`src/rtl/led_demux_seq.sv`:
```
// led_demux_seq: registered 1-to-CHANNELS LED demultiplexer.
// It has four modes. DIRECT routes the switch straight to the selected LED.
// LATCH toggles the selected LED on each rising edge of the switch.
// SCAN steps through the LEDs at a prescaled rate. HOLD freezes the outputs.
module led_demux_seq #(
    parameter int CHANNELS = 4,
    parameter int SEL_W    = 2,
    parameter int SCAN_DIV = 4,
    parameter int DIV_W    = 8
) (
    input  logic                clk,
    input  logic                rst,
    input  logic                in_sw,
    input  logic [SEL_W-1:0]    select,
    input  logic [1:0]          mode,
    input  logic                clear,
    output logic [CHANNELS-1:0] led,
    output logic [SEL_W-1:0]    active_ch
);

    typedef enum logic [1:0] {
        MODE_DIRECT = 2'b00,
        MODE_LATCH  = 2'b01,
        MODE_SCAN   = 2'b10,
        MODE_HOLD   = 2'b11
    } mode_e;

    mode_e                mode_cur;
    mode_e                mode_q;
    logic                 in_q;
    logic [CHANNELS-1:0]  led_q,   led_n;
    logic [SEL_W-1:0]     act_q,   act_n;
    logic [SEL_W-1:0]     ptr_q,   ptr_n;
    logic [DIV_W-1:0]     cnt_q,   cnt_n;
    logic                 rise;
    logic                 mode_chg;
    logic                 sel_ok;
    logic [CHANNELS-1:0]  sel_hot;
    logic [CHANNELS-1:0]  ptr_hot;

    // One-hot decode of an index; out-of-range indices decode to all zeros.
    function automatic logic [CHANNELS-1:0] onehot(input logic [SEL_W-1:0] idx);
        logic [CHANNELS-1:0] r;
        r = '0;
        for (int unsigned i = 0; i < CHANNELS; i++) begin
            if (idx == SEL_W'(i)) r[i] = 1'b1;
        end
        return r;
    endfunction

    assign mode_cur  = mode_e'(mode);
    assign rise      = in_sw & ~in_q;
    assign mode_chg  = (mode_cur != mode_q);
    assign sel_ok    = (32'(select) < CHANNELS);
    assign sel_hot   = onehot(select);
    assign ptr_hot   = onehot(ptr_q);
    assign led       = led_q;
    assign active_ch = act_q;

    // State registers with synchronous reset.
    always_ff @(posedge clk) begin
        if (rst) begin
            in_q   <= 1'b0;
            mode_q <= MODE_DIRECT;
            led_q  <= '0;
            act_q  <= '0;
            ptr_q  <= '0;
            cnt_q  <= '0;
        end else begin
            in_q   <= in_sw;
            mode_q <= mode_cur;
            led_q  <= led_n;
            act_q  <= act_n;
            ptr_q  <= ptr_n;
            cnt_q  <= cnt_n;
        end
    end

    // Next-state: mode action, overridden on a mode-change cycle.
    // On a mode change, active_ch still follows the new mode's rule.
    // ptr is always 0 when SCAN is entered, so active_ch <= ptr gives 0.
    always_comb begin
        led_n = led_q;
        act_n = act_q;
        ptr_n = ptr_q;
        cnt_n = cnt_q;
        unique case (mode_cur)
            MODE_DIRECT: begin
                led_n = in_sw ? sel_hot : '0;
                act_n = select;
            end
            MODE_LATCH: begin
                if (clear)              led_n = '0;
                else if (rise && sel_ok) led_n = led_q ^ sel_hot;
                act_n = select;
            end
            MODE_SCAN: begin
                led_n = in_sw ? ptr_hot : '0;
                act_n = ptr_q;
                if (cnt_q == DIV_W'(SCAN_DIV - 1)) begin
                    cnt_n = '0;
                    ptr_n = (ptr_q == SEL_W'(CHANNELS - 1)) ? '0 : ptr_q + 1'b1;
                end else begin
                    cnt_n = cnt_q + 1'b1;
                end
            end
            MODE_HOLD: begin
            end
            default: begin
            end
        endcase
        if (mode_chg) begin
            led_n = '0;
            cnt_n = '0;
            ptr_n = '0;
        end
    end

endmodule

```
`config.mk`:
```
export PLATFORM = sky130hd
export DESIGN_NAME = led_demux_seq
export DESIGN_NICKNAME = d
export VERILOG_FILES = /design/src/rtl/led_demux_seq.sv
export SDC_FILE = /design/constraint.sdc
export NUM_CORES = 1
export LEC_CHECK = 0
export CORE_MARGIN = 3
export CORE_UTILIZATION = 40
export DETAILED_ROUTE_END_ITERATION = 10
export SKIP_LAST_GASP = 1
export SLEW_MARGIN = 20
export SYNTH_ARGS = -nofsm -noshare
export SYNTH_HDL_FRONTEND = slang
export SYNTH_SLANG_ARGS = --single-unit
```
`constraint.sdc`:
```
create_clock -name clk -period 3.2 [get_ports clk]
set_input_delay 0.64 -clock clk [delete_from_list [all_inputs] [get_ports clk]]
set_output_delay 0.64 -clock clk [all_outputs]
set_load 0.02 [all_outputs]
```
## Yosys cells after proc, flatten, opt, wreduce, memory -nomap -nowiden

Index checks and enable logic that the tools add are counted.

- Flip-flop bits (word level): 19
- Input port bits: 8
- Output and inout bits: 6
- Word-level logic and storage cells: 47

- Add/subtract/negate cells: 2
- Eq/ne operators: 11
- Mux-type cells: 16
- Bitwise gates (word level): 3
- Reduce and logical (&&, ||, !) cells: 9

Operators by type and width:

| cell | number |
|---|---|
| two-way mux 4 bit | 4 |
| case mux 4 bit (3 select lines) | 1 |
| equality test 2 bit (second input constant) | 5 |
| adder 8 x 1 -> 8 bit (second input constant) | 1 |
| equality test 8 x 2 -> 1 bit (second input constant) | 1 |
| two-way mux 1 bit | 8 |
| two-way mux 8 bit | 1 |
| equality test 2 x 1 -> 1 bit (second input constant) | 3 |
| zero test 2 bit | 3 |
| case mux 2 bit (2 select lines) | 1 |
| AND reduction 2 bit | 2 |
| OR reduction 2 bit | 2 |
| bitwise XOR 4 bit | 1 |
| != test 3 bit (second input constant) | 1 |
| nonzero test 3 bit | 1 |
| adder 2 x 1 -> 2 bit (second input constant) | 1 |
| two-way mux 2 bit | 1 |
| != test 2 bit | 1 |
| nonzero test 2 bit | 1 |
| AND 1 bit | 1 |
| NOT 1 bit | 1 |

## Depth between registers and ports, before layout

- Depth in word-level cells: 6
- Mapped depth: 7
- Depth with buffers taken out: 6

## Worst setup path before layout

OpenSTA, ideal clock, no wires.

- Path type: input to register
- Start point: input port mode[0]
- End point: register led_q[1], in the netlist led[1]
- Setup time: 0.070 ns
- Arrival time: 2.035 ns
- Setup slack: 1.095 ns
- Stages on the path: 6
- Path buffers: 0
- Cell sequence: inv_1 ha_1 or4b_2 a211oi_1 o21ai_0 a21oi_1

- Word-level cells in the longest chain between the ends: 3
- Elaborated cells on any way between the ends: 9
- Classes of those cells: eq/ne: 4; mux: 1; reduce/logical: 4

RTL lines:

| what | RTL line | text |
|---|---|---|
| start, declared | 15 | `input logic [1:0] mode,` |
| equality test 2 x 1 -> 1 bit (tied with other cells) | 87 | `unique case (mode_cur)` |
| != test 3 bit (no source line) or nonzero test 3 bit (tied branches) | -- |  |
| AND reduction 2 bit (no source line) | -- |  |
| end signal, assigned | 72 | `led_q <= led_n;` |
| end, declared | 31 | `logic [CHANNELS-1:0] led_q, led_n;` |

Several ways; a longest one is shown, not always the timed one.
A chain may end at the register's enable or synchronous reset.

## Worst setup path in the final report

Ends and elaborated chain as after synthesis.

==> metrics.md <==
| Metric | Value |
|---|---|
| Worst Setup End Kind | `flip-flop` |
| Row count | `17` |
| Initial DRT Pass Iterations | `4` |
| Skew-Pair Late Insertion Delay | `0.30 ns` |
| Ranking of synthesized cells by area | `dfxtp_1 (37%), ha_1 (9.8%), nor2_1 (6.6%)` |
| Final setup TNS | `0 ns` |
| Pre-CTS setup slack | `0.4113 ns` |
| Maximum number of pins on one net before global-route repair | `12` |
| Syn Nets | `138` |
| CTS Buf Count | `3` |
| Placed Instance Area | `1175 sq um` |
| Post-DRT Antenna Nets | `0` |
| WL per Instance | `12.17 um` |
| CTS sink count | `19` |
| Worst path bufs/invs | `2` |
| Critical path, cell by cell | `clkdlybuf4s50_1 -> inv_1 -> ha_1 -> or4b_2 -> a211oi_1 -> o21ai_0 -> a21oi_1` |
| Final Hold Viols | `0` |
| CTS tree | `yes` |
| DRT Wirelength | `1983 um` |
| Max Cap Violations | `0` |
| Vias per cell | `5.178` |
| Global-route wire length before repair | `3415 um` |
| Final net count | `152` |
| Crit-path max FO | `6` |
| Port Buffers | `13` |
| Post-synth top flop | `dfxtp_1` |
| Clock slew at reported path FFs | `0.11 ns` |
| Count of cell types in the netlist | `28` |
| Hold Crit Class | `flip-flop to flip-flop` |
| Initial Util | `0.4404` |
| Slowest-stage cell, CP | `or4b_2` |
| Layout area overhead | `17.77%` |
| Core area | `2318 sq um` |
| Finished Layout Cells | `163` |
| GRT Util Overall | `0.1342` |
| Proportion of layout cells with a drive suffix above 1 | `0.06667` |
| Seq/Total Area, Yosys | `0.3725` |
| ANT cells | `0` |
| FFs w/ async S/R, synth | `0` |
| CP peak stage delay | `0.62 ns` |
| Hpwl dp | `1501 um` |
| Yosys warning total | `0` |
| Post-CTS sizing | `0` |
| Synth top area share | `0.3725` |
| Setup violations, final | `0` |
| Synth area leader | `dfxtp_1` |
| Max Clk Rate | `398.6 MHz` |
| Clock skew | `0.001519 ns` |
| Final Critical Period | `2.509 ns` |
| Tcrit/Tclk final | `0.7839` |
| Hold Buf Count CTS | `0` |
| Final worst setup slack | `0.6915 ns` |
| Die H | `56.52 um` |
| Violation count after the first detailed-route iteration | `23` |
| Worst EP arrival | `2.74 ns` |
| Synthesized area per cell | `8.369 sq um` |
| Root Driver | `clkbuf_4` |
| Initial antenna violation count | `0` |
| Mapped Area | `1021 sq um` |
| Least-Margin Pin Slew | `0.3354 ns` |
| Maximum VDD drop | `0.2428 mV` |
| Post-layout instance area | `1202 sq um` |
| Number of instances in the placed design | `159` |
| Pwr/cell area | `350.6 nW/um^2` |
| EDFF count, synth | `0` |
| Cells after synthesis | `122` |
| Placer Congestion | `0.7466` |
| Crit Path Class | `input port to flip-flop` |
| RSZ-0062 raised after global routing | `false` |
| Ports | `14` |
| Vias in the first global route | `783` |
| Slew Limit Headroom | `0.7757` |
| Status | `finished clean` |
| #FFs+latches synth | `19` |
| Crit start category | `input port` |
| Vias | `844` |
| Die area | `3195 sq um` |
| Chip width | `56.52 um` |
| Final Max Slew Viols | `0` |
| CTS Buffer Depth | `2` |
| Total gr overflow | `0` |
| Worst path top cell family by delay | `buffers and inverters` |
| WP data required | `3.43 ns` |
| DRC | `0` |
| Hold Slack | `0.5051 ns` |
| CTS H-tree lvls | `1` |
| Post-CTS setup buffer count | `0` |
| Leakage | `0.4650 nW` |
-- per-layer routing --
metal  share of wire  vias to the layer above  GRT usage
met3           0.053                        2    0.05287
met5               0                        -          0
met1            0.52                      377     0.1785
met4          0.0071                        0    0.02034
li1                -                      443          -
met2            0.42                       22     0.2079
-- power breakdown --
group	switching [W]	internal, W	total (W)
Clock	0.0000751	0.0000465	0.000122
Combinational	0.0000315	0.0000255	0.0000571
Sequential	0.00000206	0.000241	0.000243
-- Yosys cell counts (2+ instances only) --
cell type and number:
clkbuf_1 5, inv_1 6, or3_1 2, nor2b_1 3, o31ai_1 2, nand4_1 2, nand2b_1 2, nor3_1 3
o21ai_0 8, a21oi_1 11, nand2_1 7, mux2i_1 4, xor2_1 5, xnor2_1 4, nor2_1 18, dfxtp_1 19
and3_1 2, ha_1 8, nand4b_1 2
-- stage by stage --
stage | power [W] | util
finish | 0.0004216 | 0.5186
global placement | 0.0003046 | 0.5067
floorplan | 0.0002821 | -
detailed placement | 0.0003047 | 0.5067
CTS | 0.0004312 | 0.5186
global route | 0.0004478 | 0.5186
-- sequential cells by signal, indices dropped and copies added (netlist names) --
name	count
mode_q	2
cnt_q	8
ptr_q	2
led	4
active_ch	2
in_q	1
-- cell families after synthesis --
| logic type | after synthesis | share of synthesized area |
|---|---|---|
| AND/OR/NAND/NOR | 47 | 0.2414 |
| multiplexers | 4 | 0.03922 |
| adder cells (fa/ha/maj) | 8 | 0.09804 |
| buffers and inverters | 11 | 0.04044 |
| AO/OA/AOI/OAI | 24 | 0.1311 |
| flip-flops | 19 | 0.3725 |
| XOR/XNOR | 9 | 0.07720 |
-- worst paths after layout --
kind / slack [ns] / endpoint / startpoint / cells after the start
max reg2reg: 1.29 / ptr_q[0] / cnt_q[3] / 4
max: 0.69 / led[1] / mode[0] / 7
min reg2reg: 0.51 / led[2] / led[2] / 2
min: 0.51 / led[2] / led[2] / 2
-- worst register-to-register path, stage by stage, from the launching register on --
cell and delay [ns]:
dfxtp_1 0.35, or4_1 0.51, or4_4 0.51, or3_1 0.34, a21oi_2 0.13
-- cell usage in the layout (no fill, tap or decap), types with 3 or more instances in the layout --
cell / count
a21oi_1: 11
clkbuf_4: 3
clkdlybuf4s50_1: 13
dfxtp_1: 19
ha_1: 8
inv_1: 6
mux2i_1: 4
nand2_1: 7
nor2_1: 18
nor2b_1: 3
nor3_1: 3
o21ai_0: 8
xnor2_1: 4
xor2_1: 5
-- area by class of cell --
| class | count | area (sq um) |
|---|---|---|
| Sequential cell | 19 | 380.4 |
| Tap cell | 28 | 35.03 |
| Timing Repair Buffer | 14 | 137.6 |
| Inverter | 6 | 22.52 |
| Fill cell | 227 | 1116 |
| Clock inverter | 1 | 5.005 |
| Multi-Input combinational cell | 92 | 599.3 |
| Clock buffer | 3 | 22.52 |
Power figures use the tool's default switching activity.
